===== config.mk =====
export PLATFORM = sky130hd
export DESIGN_NAME = calc_seq_core
export DESIGN_NICKNAME = d
export VERILOG_FILES = /design/src/rtl/calc_seq_core.sv
export SDC_FILE = /design/constraint.sdc
export NUM_CORES = 1
export LEC_CHECK = 0
export CORE_MARGIN = 10
export CORE_UTILIZATION = 55
export CTS_BUF_LIST = sky130_fd_sc_hd__clkbuf_2
export CTS_CLUSTER_DIAMETER = 150
export CTS_CLUSTER_SIZE = 20
export DETAILED_ROUTE_END_ITERATION = 8
export HOLD_SLACK_MARGIN = 0.15
export PLACE_DENSITY = 0.73
export SYNTH_ARGS = -nofsm -noshare
export SYNTH_HDL_FRONTEND = slang
export SYNTH_SLANG_ARGS = --single-unit
export TNS_END_PERCENT = 20

===== constraint.sdc =====
create_clock -name CLK -period 10.5 [get_ports CLK]
set_input_delay 1.05 -clock CLK [delete_from_list [all_inputs] [get_ports CLK]]
set_output_delay 1.05 -clock CLK [all_outputs]
set_load 0.005 [all_outputs]

===== src/rtl/calc_seq_core.sv =====
// Push-switch calculator core: debounced key events drive a signed add/subtract
// sequencer whose signed-magnitude result is handed to the 7-segment controller.
module calc_seq_core #(
    parameter int unsigned WIDTH    = 8,
    parameter int unsigned DIGITS   = 2,
    parameter int unsigned DEBOUNCE = 16
) (
    input  logic             CLK,
    input  logic             RST_X,
    input  logic [13:0]      PSW,
    output logic [WIDTH-1:0] DISP_MAG,
    output logic             DISP_NEG,
    output logic             DISP_ERR,
    output logic             RES_VLD,
    output logic [2:0]       STATE
);

    function automatic int unsigned pow10(input int unsigned n);
        int unsigned p;
        p = 1;
        for (int unsigned i = 0; i < n; i++) p = p * 10;
        return p;
    endfunction

    localparam int unsigned MAXV = pow10(DIGITS) - 1;
    localparam int unsigned SW   = WIDTH + 2;
    localparam int unsigned MW   = WIDTH + 4;
    localparam int unsigned CW   = $clog2(DEBOUNCE + 1);

    typedef enum logic [2:0] {
        ST_ENT_A  = 3'd0,
        ST_OP     = 3'd1,
        ST_ENT_B  = 3'd2,
        ST_RESULT = 3'd3,
        ST_ERROR  = 3'd4
    } state_e;

    typedef enum logic [2:0] {
        KEY_NONE, KEY_CLR, KEY_EQ, KEY_MINUS, KEY_PLUS, KEY_DIGIT
    } key_e;

    logic [13:0] sync1_q, sync2_q, cand_q, stable_q, stable_prev_q, ev_c;
    logic [CW-1:0] cnt_q, run_c;

    state_e           state_q, state_d;
    logic [WIDTH-1:0] a_q, a_d, b_q, b_d, r_q, r_d;
    logic             a_neg_q, a_neg_d, r_neg_q, r_neg_d, op_q, op_d;
    logic [WIDTH-1:0] disp_mag_q, disp_mag_d;
    logic             disp_neg_q, disp_neg_d, disp_err_q, disp_err_d;
    logic             res_vld_q, res_vld_d;

    key_e             key_c;
    logic [3:0]       dig_c;
    logic             is_op_c, key_sub_c;
    logic [MW-1:0]    a_app_c, b_app_c;
    logic             a_fits_c, b_fits_c;
    logic             calc_ovf_c, calc_neg_c;
    logic [WIDTH-1:0] calc_mag_c;

    // Number of consecutive cycles the synchronised vector has held, counting this one.
    always_comb begin
        if (sync2_q != cand_q)              run_c = CW'(1);
        else if (cnt_q == CW'(DEBOUNCE))    run_c = cnt_q;
        else                                run_c = cnt_q + CW'(1);
    end

    assign ev_c = stable_q & ~stable_prev_q;

    // Highest-priority event wins; the loop runs downward so the lowest digit sticks.
    always_comb begin
        key_c = KEY_NONE;
        dig_c = '0;
        for (int i = 9; i >= 0; i--) begin
            if (ev_c[i]) begin
                key_c = KEY_DIGIT;
                dig_c = 4'(i);
            end
        end
        if (ev_c[10]) key_c = KEY_PLUS;
        if (ev_c[11]) key_c = KEY_MINUS;
        if (ev_c[12]) key_c = KEY_EQ;
        if (ev_c[13]) key_c = KEY_CLR;
    end

    assign is_op_c   = (key_c == KEY_PLUS) || (key_c == KEY_MINUS);
    assign key_sub_c = (key_c == KEY_MINUS);
    assign a_app_c   = MW'(a_q) * MW'(10) + MW'(dig_c);
    assign b_app_c   = MW'(b_q) * MW'(10) + MW'(dig_c);
    assign a_fits_c  = (a_app_c <= MW'(MAXV));
    assign b_fits_c  = (b_app_c <= MW'(MAXV));

    // Signed-magnitude add/sub via two's complement; returns {overflow, neg, magnitude}.
    function automatic logic [WIDTH+1:0] calc(input logic x_neg, input logic [WIDTH-1:0] x_mag,
                                              input logic sub, input logic [WIDTH-1:0] y_mag);
        logic [SW-1:0] sx, sr, mag;
        sx  = x_neg ? (SW'(0) - SW'(x_mag)) : SW'(x_mag);
        sr  = sub ? (sx - SW'(y_mag)) : (sx + SW'(y_mag));
        mag = sr[SW-1] ? (SW'(0) - sr) : sr;
        return {(mag > SW'(MAXV)), sr[SW-1], mag[WIDTH-1:0]};
    endfunction

    // The left operand is R when repeating from RESULT, otherwise A.
    assign {calc_ovf_c, calc_neg_c, calc_mag_c} =
        (state_q == ST_RESULT) ? calc(r_neg_q, r_q, op_q, b_q) : calc(a_neg_q, a_q, op_q, b_q);

    always_comb begin
        state_d   = state_q;
        a_d       = a_q;
        a_neg_d   = a_neg_q;
        b_d       = b_q;
        r_d       = r_q;
        r_neg_d   = r_neg_q;
        op_d      = op_q;
        res_vld_d = 1'b0;
        if (key_c == KEY_CLR) begin
            state_d = ST_ENT_A;
            a_d     = '0;
            a_neg_d = 1'b0;
            b_d     = '0;
            r_d     = '0;
            r_neg_d = 1'b0;
            op_d    = 1'b0;
        end else begin
            case (state_q)
                ST_ENT_A: begin
                    if (key_c == KEY_DIGIT && a_fits_c) begin
                        a_d = WIDTH'(a_app_c);
                    end else if (is_op_c) begin
                        op_d    = key_sub_c;
                        state_d = ST_OP;
                    end
                end
                ST_OP: begin
                    if (key_c == KEY_DIGIT) begin
                        b_d     = WIDTH'(dig_c);
                        state_d = ST_ENT_B;
                    end else if (is_op_c) begin
                        op_d = key_sub_c;
                    end
                end
                ST_ENT_B: begin
                    if (key_c == KEY_DIGIT && b_fits_c) begin
                        b_d = WIDTH'(b_app_c);
                    end else if (key_c == KEY_EQ || is_op_c) begin
                        if (calc_ovf_c) begin
                            state_d = ST_ERROR;
                        end else begin
                            r_d       = calc_mag_c;
                            r_neg_d   = calc_neg_c;
                            res_vld_d = 1'b1;
                            if (key_c == KEY_EQ) begin
                                state_d = ST_RESULT;
                            end else begin
                                a_d     = calc_mag_c;
                                a_neg_d = calc_neg_c;
                                op_d    = key_sub_c;
                                state_d = ST_OP;
                            end
                        end
                    end
                end
                ST_RESULT: begin
                    if (is_op_c) begin
                        a_d     = r_q;
                        a_neg_d = r_neg_q;
                        op_d    = key_sub_c;
                        state_d = ST_OP;
                    end else if (key_c == KEY_DIGIT) begin
                        a_d     = WIDTH'(dig_c);
                        a_neg_d = 1'b0;
                        state_d = ST_ENT_A;
                    end else if (key_c == KEY_EQ) begin
                        if (calc_ovf_c) begin
                            state_d = ST_ERROR;
                        end else begin
                            a_d       = r_q;
                            a_neg_d   = r_neg_q;
                            r_d       = calc_mag_c;
                            r_neg_d   = calc_neg_c;
                            res_vld_d = 1'b1;
                        end
                    end
                end
                ST_ERROR: ;
                default:  state_d = ST_ENT_A;
            endcase
        end

        disp_err_d = (state_d == ST_ERROR);
        case (state_d)
            ST_ENT_A, ST_OP: begin disp_mag_d = a_d; disp_neg_d = a_neg_d; end
            ST_ENT_B:        begin disp_mag_d = b_d; disp_neg_d = 1'b0;    end
            ST_RESULT:       begin disp_mag_d = r_d; disp_neg_d = r_neg_d; end
            default:         begin disp_mag_d = '0;  disp_neg_d = 1'b0;    end
        endcase
    end

    always_ff @(posedge CLK or negedge RST_X) begin
        if (!RST_X) begin
            sync1_q       <= '0;
            sync2_q       <= '0;
            cand_q        <= '0;
            stable_q      <= '0;
            stable_prev_q <= '0;
            cnt_q         <= '0;
            state_q       <= ST_ENT_A;
            a_q           <= '0;
            a_neg_q       <= 1'b0;
            b_q           <= '0;
            r_q           <= '0;
            r_neg_q       <= 1'b0;
            op_q          <= 1'b0;
            disp_mag_q    <= '0;
            disp_neg_q    <= 1'b0;
            disp_err_q    <= 1'b0;
            res_vld_q     <= 1'b0;
        end else begin
            sync1_q       <= PSW;
            sync2_q       <= sync1_q;
            cand_q        <= sync2_q;
            cnt_q         <= run_c;
            if (run_c == CW'(DEBOUNCE)) stable_q <= sync2_q;
            stable_prev_q <= stable_q;
            state_q       <= state_d;
            a_q           <= a_d;
            a_neg_q       <= a_neg_d;
            b_q           <= b_d;
            r_q           <= r_d;
            r_neg_q       <= r_neg_d;
            op_q          <= op_d;
            disp_mag_q    <= disp_mag_d;
            disp_neg_q    <= disp_neg_d;
            disp_err_q    <= disp_err_d;
            res_vld_q     <= res_vld_d;
        end
    end

    assign DISP_MAG = disp_mag_q;
    assign DISP_NEG = disp_neg_q;
    assign DISP_ERR = disp_err_q;
    assign RES_VLD  = res_vld_q;
    assign STATE    = state_q;

endmodule


==> flow_summary.yaml <==
outcome:
  status: "completed"
die:
  die_h_um: 146
  placeableCoreArea_um2: 15300
  dieArea_um2: 21200
  die_x_um: 146
  start_util: 0.567
  ios: 30
  fp-row-count: 45
layout:
  fin_nets: 1062
  drive_above_1_share: 0.107
  final_cell_mix: "dfrtp_1 (116), nor2_1 (92), nand2_1 (72)"
  area_growth_pct: 9.26
  antenna_cells: 0
  mostFrequentLayoutCell: "dfrtp_1"
  layout.cells.non_filler: 1211
worst_setup_path:
  r2r-start: "b_q[1]"
  critPathArrivalTime_ns: 6.51
  startpoint_type: "flip-flop"
  cp-endpoint: "DISP_MAG[4]"
  r2r_end: "DISP_MAG[4]"
  critPathLaunch: "b_q[1]"
  critical_path_class: "flip-flop to flip-flop"
  cp-end-kind: "flip-flop"
  path_max_fanout: 19
  reg2reg_depth: 18
  critPathRequiredTime_ns: 11.05
  regToRegSetupSlack_ns: 4.54
logic_synthesis:
  yosysSeqAreaShare: 0.335
  yosysTopAreaCellShare: 0.335
  async_flop_share: 1.00
  avgSynthCellArea_um2: 8.97
  syn-instance-count: 967
  synth.net_count: 1042
  yosys_warnings: 0
  synth_edf_count: 0
  synth_area_leaders: "dfrtp_1 (33%), ha_1 (7.6%), xnor2_1 (4.6%)"
  synth.largest_area_cell: "dfrtp_1"
  ys_types: 85
  synth_area_um2: 8680
  synth.ff_latch_count: 116
  synth_ff_type: "dfrtp_1"
power_and_ir_drop:
  p_sw_frac: 0.245
  power.leakage_nw: 4.20
  power_frac_comb: 0.021
  power.internal_uw: 652
  clkPwrFrac: 0.446
  ir_drop_mv: 0.142
  sequentialPowerShare: 0.532
  p_switching_uw: 211
  power.density_nw_per_um2: 91.1
clocking:
  htreeDepth: 4
  clockRootBuffer: "clkbuf_2"
  cts_buffer_depth: 2
  cts_resized: 0
  hold_buffers: 0
  cts_buffers: 17
  cts_setup_buffers: 0
  insertion_delay_ns: 0.67
  clock_sinks: 116
  path_clk_slew_ns: 0.21
  cts_tree: "built"
drt:
  first_pass_iters: 6
  viasPerCell: 6.30
  num_vias: 7625
  wl_mm: 24.3
  drc: 0
  wl_per_cell_um: 20.1
  drtIter0Drc: 755
  ant_nets: 0
worst_hold_path:
  hold_class: "input port to asynchronous set/reset pin"
global_routing:
  antenna_found_initial: 0
  grt_max_degree: 67
  first_global_vias: 7195
  grtUsageTotal: 0.223
  grt_pass1_wl_mm: 38.5
  overflow: 0
placement:
  port_buffers: 29
  dp.cells: 1179
  gp_congestion: 0.989
  dp_hpwl_mm: 18.3
timing:
  tightestPinTransition_ns: 1.15
  relSlewSlack: 0.230
  rsz0062_at_grt: "false"
  setup-tns-final_ns: 0
  finalSetupViolCount: 0
  final.min_clock_period_ns: 5.96
  fin_worst_skew_ns: 0.0300
  hold_viol: 0
  max_freq_mhz: 168
  slew_viol_final: 0
  finalCritPeriodShare: 0.567
run:
  drv_cap: 0
## area by class of cell
type,count,area (um^2)
Tap cell,211,264
Clock inverter,15,245
Multi-Input combinational cell,770,5460
Sequential cell,116,2900
Timing Repair Buffer,39,363
Fill cell,1330,5840
Clock buffer,17,85.1
Inverter,43,161
## layer usage
| metal | vias up | part of all wire | global-route usage |
|---|---|---|---|
| li1 | 3574 | - | - |
| met1 | 3591 | 0.44 | 0.299 |
| met2 | 380 | 0.43 | 0.336 |
| met3 | 80 | 0.086 | 0.0518 |
| met4 | 0 | 0.046 | 0.0956 |
| met5 | - | 0 | 0 |
## stage by stage
stage | total power [mW] | worst slack (ns) | util | cell area (um^2) | hold slack (ns)
6_report | 0.864 | 4.54 | 0.619 | 9480 | 0.374
2_1_floorplan | 0.471 | 5.83 | - | 8680 | 0.331
5_1_grt | 0.893 | 4.07 | 0.619 | 9480 | 0.349
4_1_cts | 0.870 | 4.68 | 0.619 | 9480 | 0.372
3_3_place_gp | 0.487 | 4.83 | 0.597 | 9150 | 0.333
3_5_place_dp | 0.487 | 4.74 | 0.597 | 9150 | 0.335
## power groups by stage
stage               clock (mW)  sequential, mW  combinational (mW)
global route             0.411           0.461              0.0212
finish                   0.385           0.460              0.0185
CTS                      0.391           0.460              0.0193
floorplan                    0           0.467             0.00412
detailed placement           0           0.468              0.0191
global placement             0           0.467              0.0191
## cell usage after synthesis, drive strengths merged (23+ instances only)
| master | n |
|---|---|
| dfrtp | 116 |
| nor2 | 98 |
| nand2 | 72 |
| o21ai | 61 |
| a21oi | 53 |
| ha | 53 |
| xnor2 | 50 |
| inv | 43 |
| xor2 | 32 |
| clkbuf | 30 |
| nand3 | 25 |
| nor2b | 23 |
## worst max-delay path, cell delays in order (launching register included)
cell      delay, ns
dfrtp_1        0.61
inv_1          0.11
ha_1           0.29
mux2i_1        0.50
ha_1           0.34
nor2b_1        0.13
o21a_1         0.17
o21ai_0        0.38
o21ai_2        0.14
xnor2_1        0.51
o31ai_1        0.15
a221oi_1       0.27
a41oi_1        0.20
o22ai_2        0.26
o21a_1         0.75
a221oi_2       0.33
and2_1         0.28
a32o_1         0.20
a31o_2         0.21
## worst min-delay path by stage
stage | cells past startpoint | end | from | slack [ns]
after floorplan | 0 | sync2_q[0] | sync1_q[0] | 0.33
after detailed placement | 0 | sync2_q[6] | sync1_q[6] | 0.33
after global routing | 1 | STATE[2] | RST_X | 0.35
final | 1 | sync1_q[1] | RST_X | 0.37
after CTS | 1 | cnt_q[2] | RST_X | 0.37
after global placement | 0 | sync2_q[11] | sync1_q[11] | 0.33
## state kept, by name (all words and copies together) (netlist names), 3 cells and up
name and count:
b_q 8, r_q 8, sync2_q 14, a_q 8, cand_q 14, stable_prev_q 14
sync1_q 14, cnt_q 5, stable_q 14, STATE 3, DISP_MAG 8
## kinds of logic after synthesis
| group | after synthesis | synth area share |
|---|---|---|
| xor+xnor | 82 | 0.0880 |
| flops | 116 | 0.335 |
| buf+inv | 81 | 0.0369 |
| mux | 36 | 0.0444 |
| simple gates | 330 | 0.190 |
| compound gates | 262 | 0.215 |
| fa+ha+maj | 60 | 0.0916 |
(Power assumes the default switching activity.)
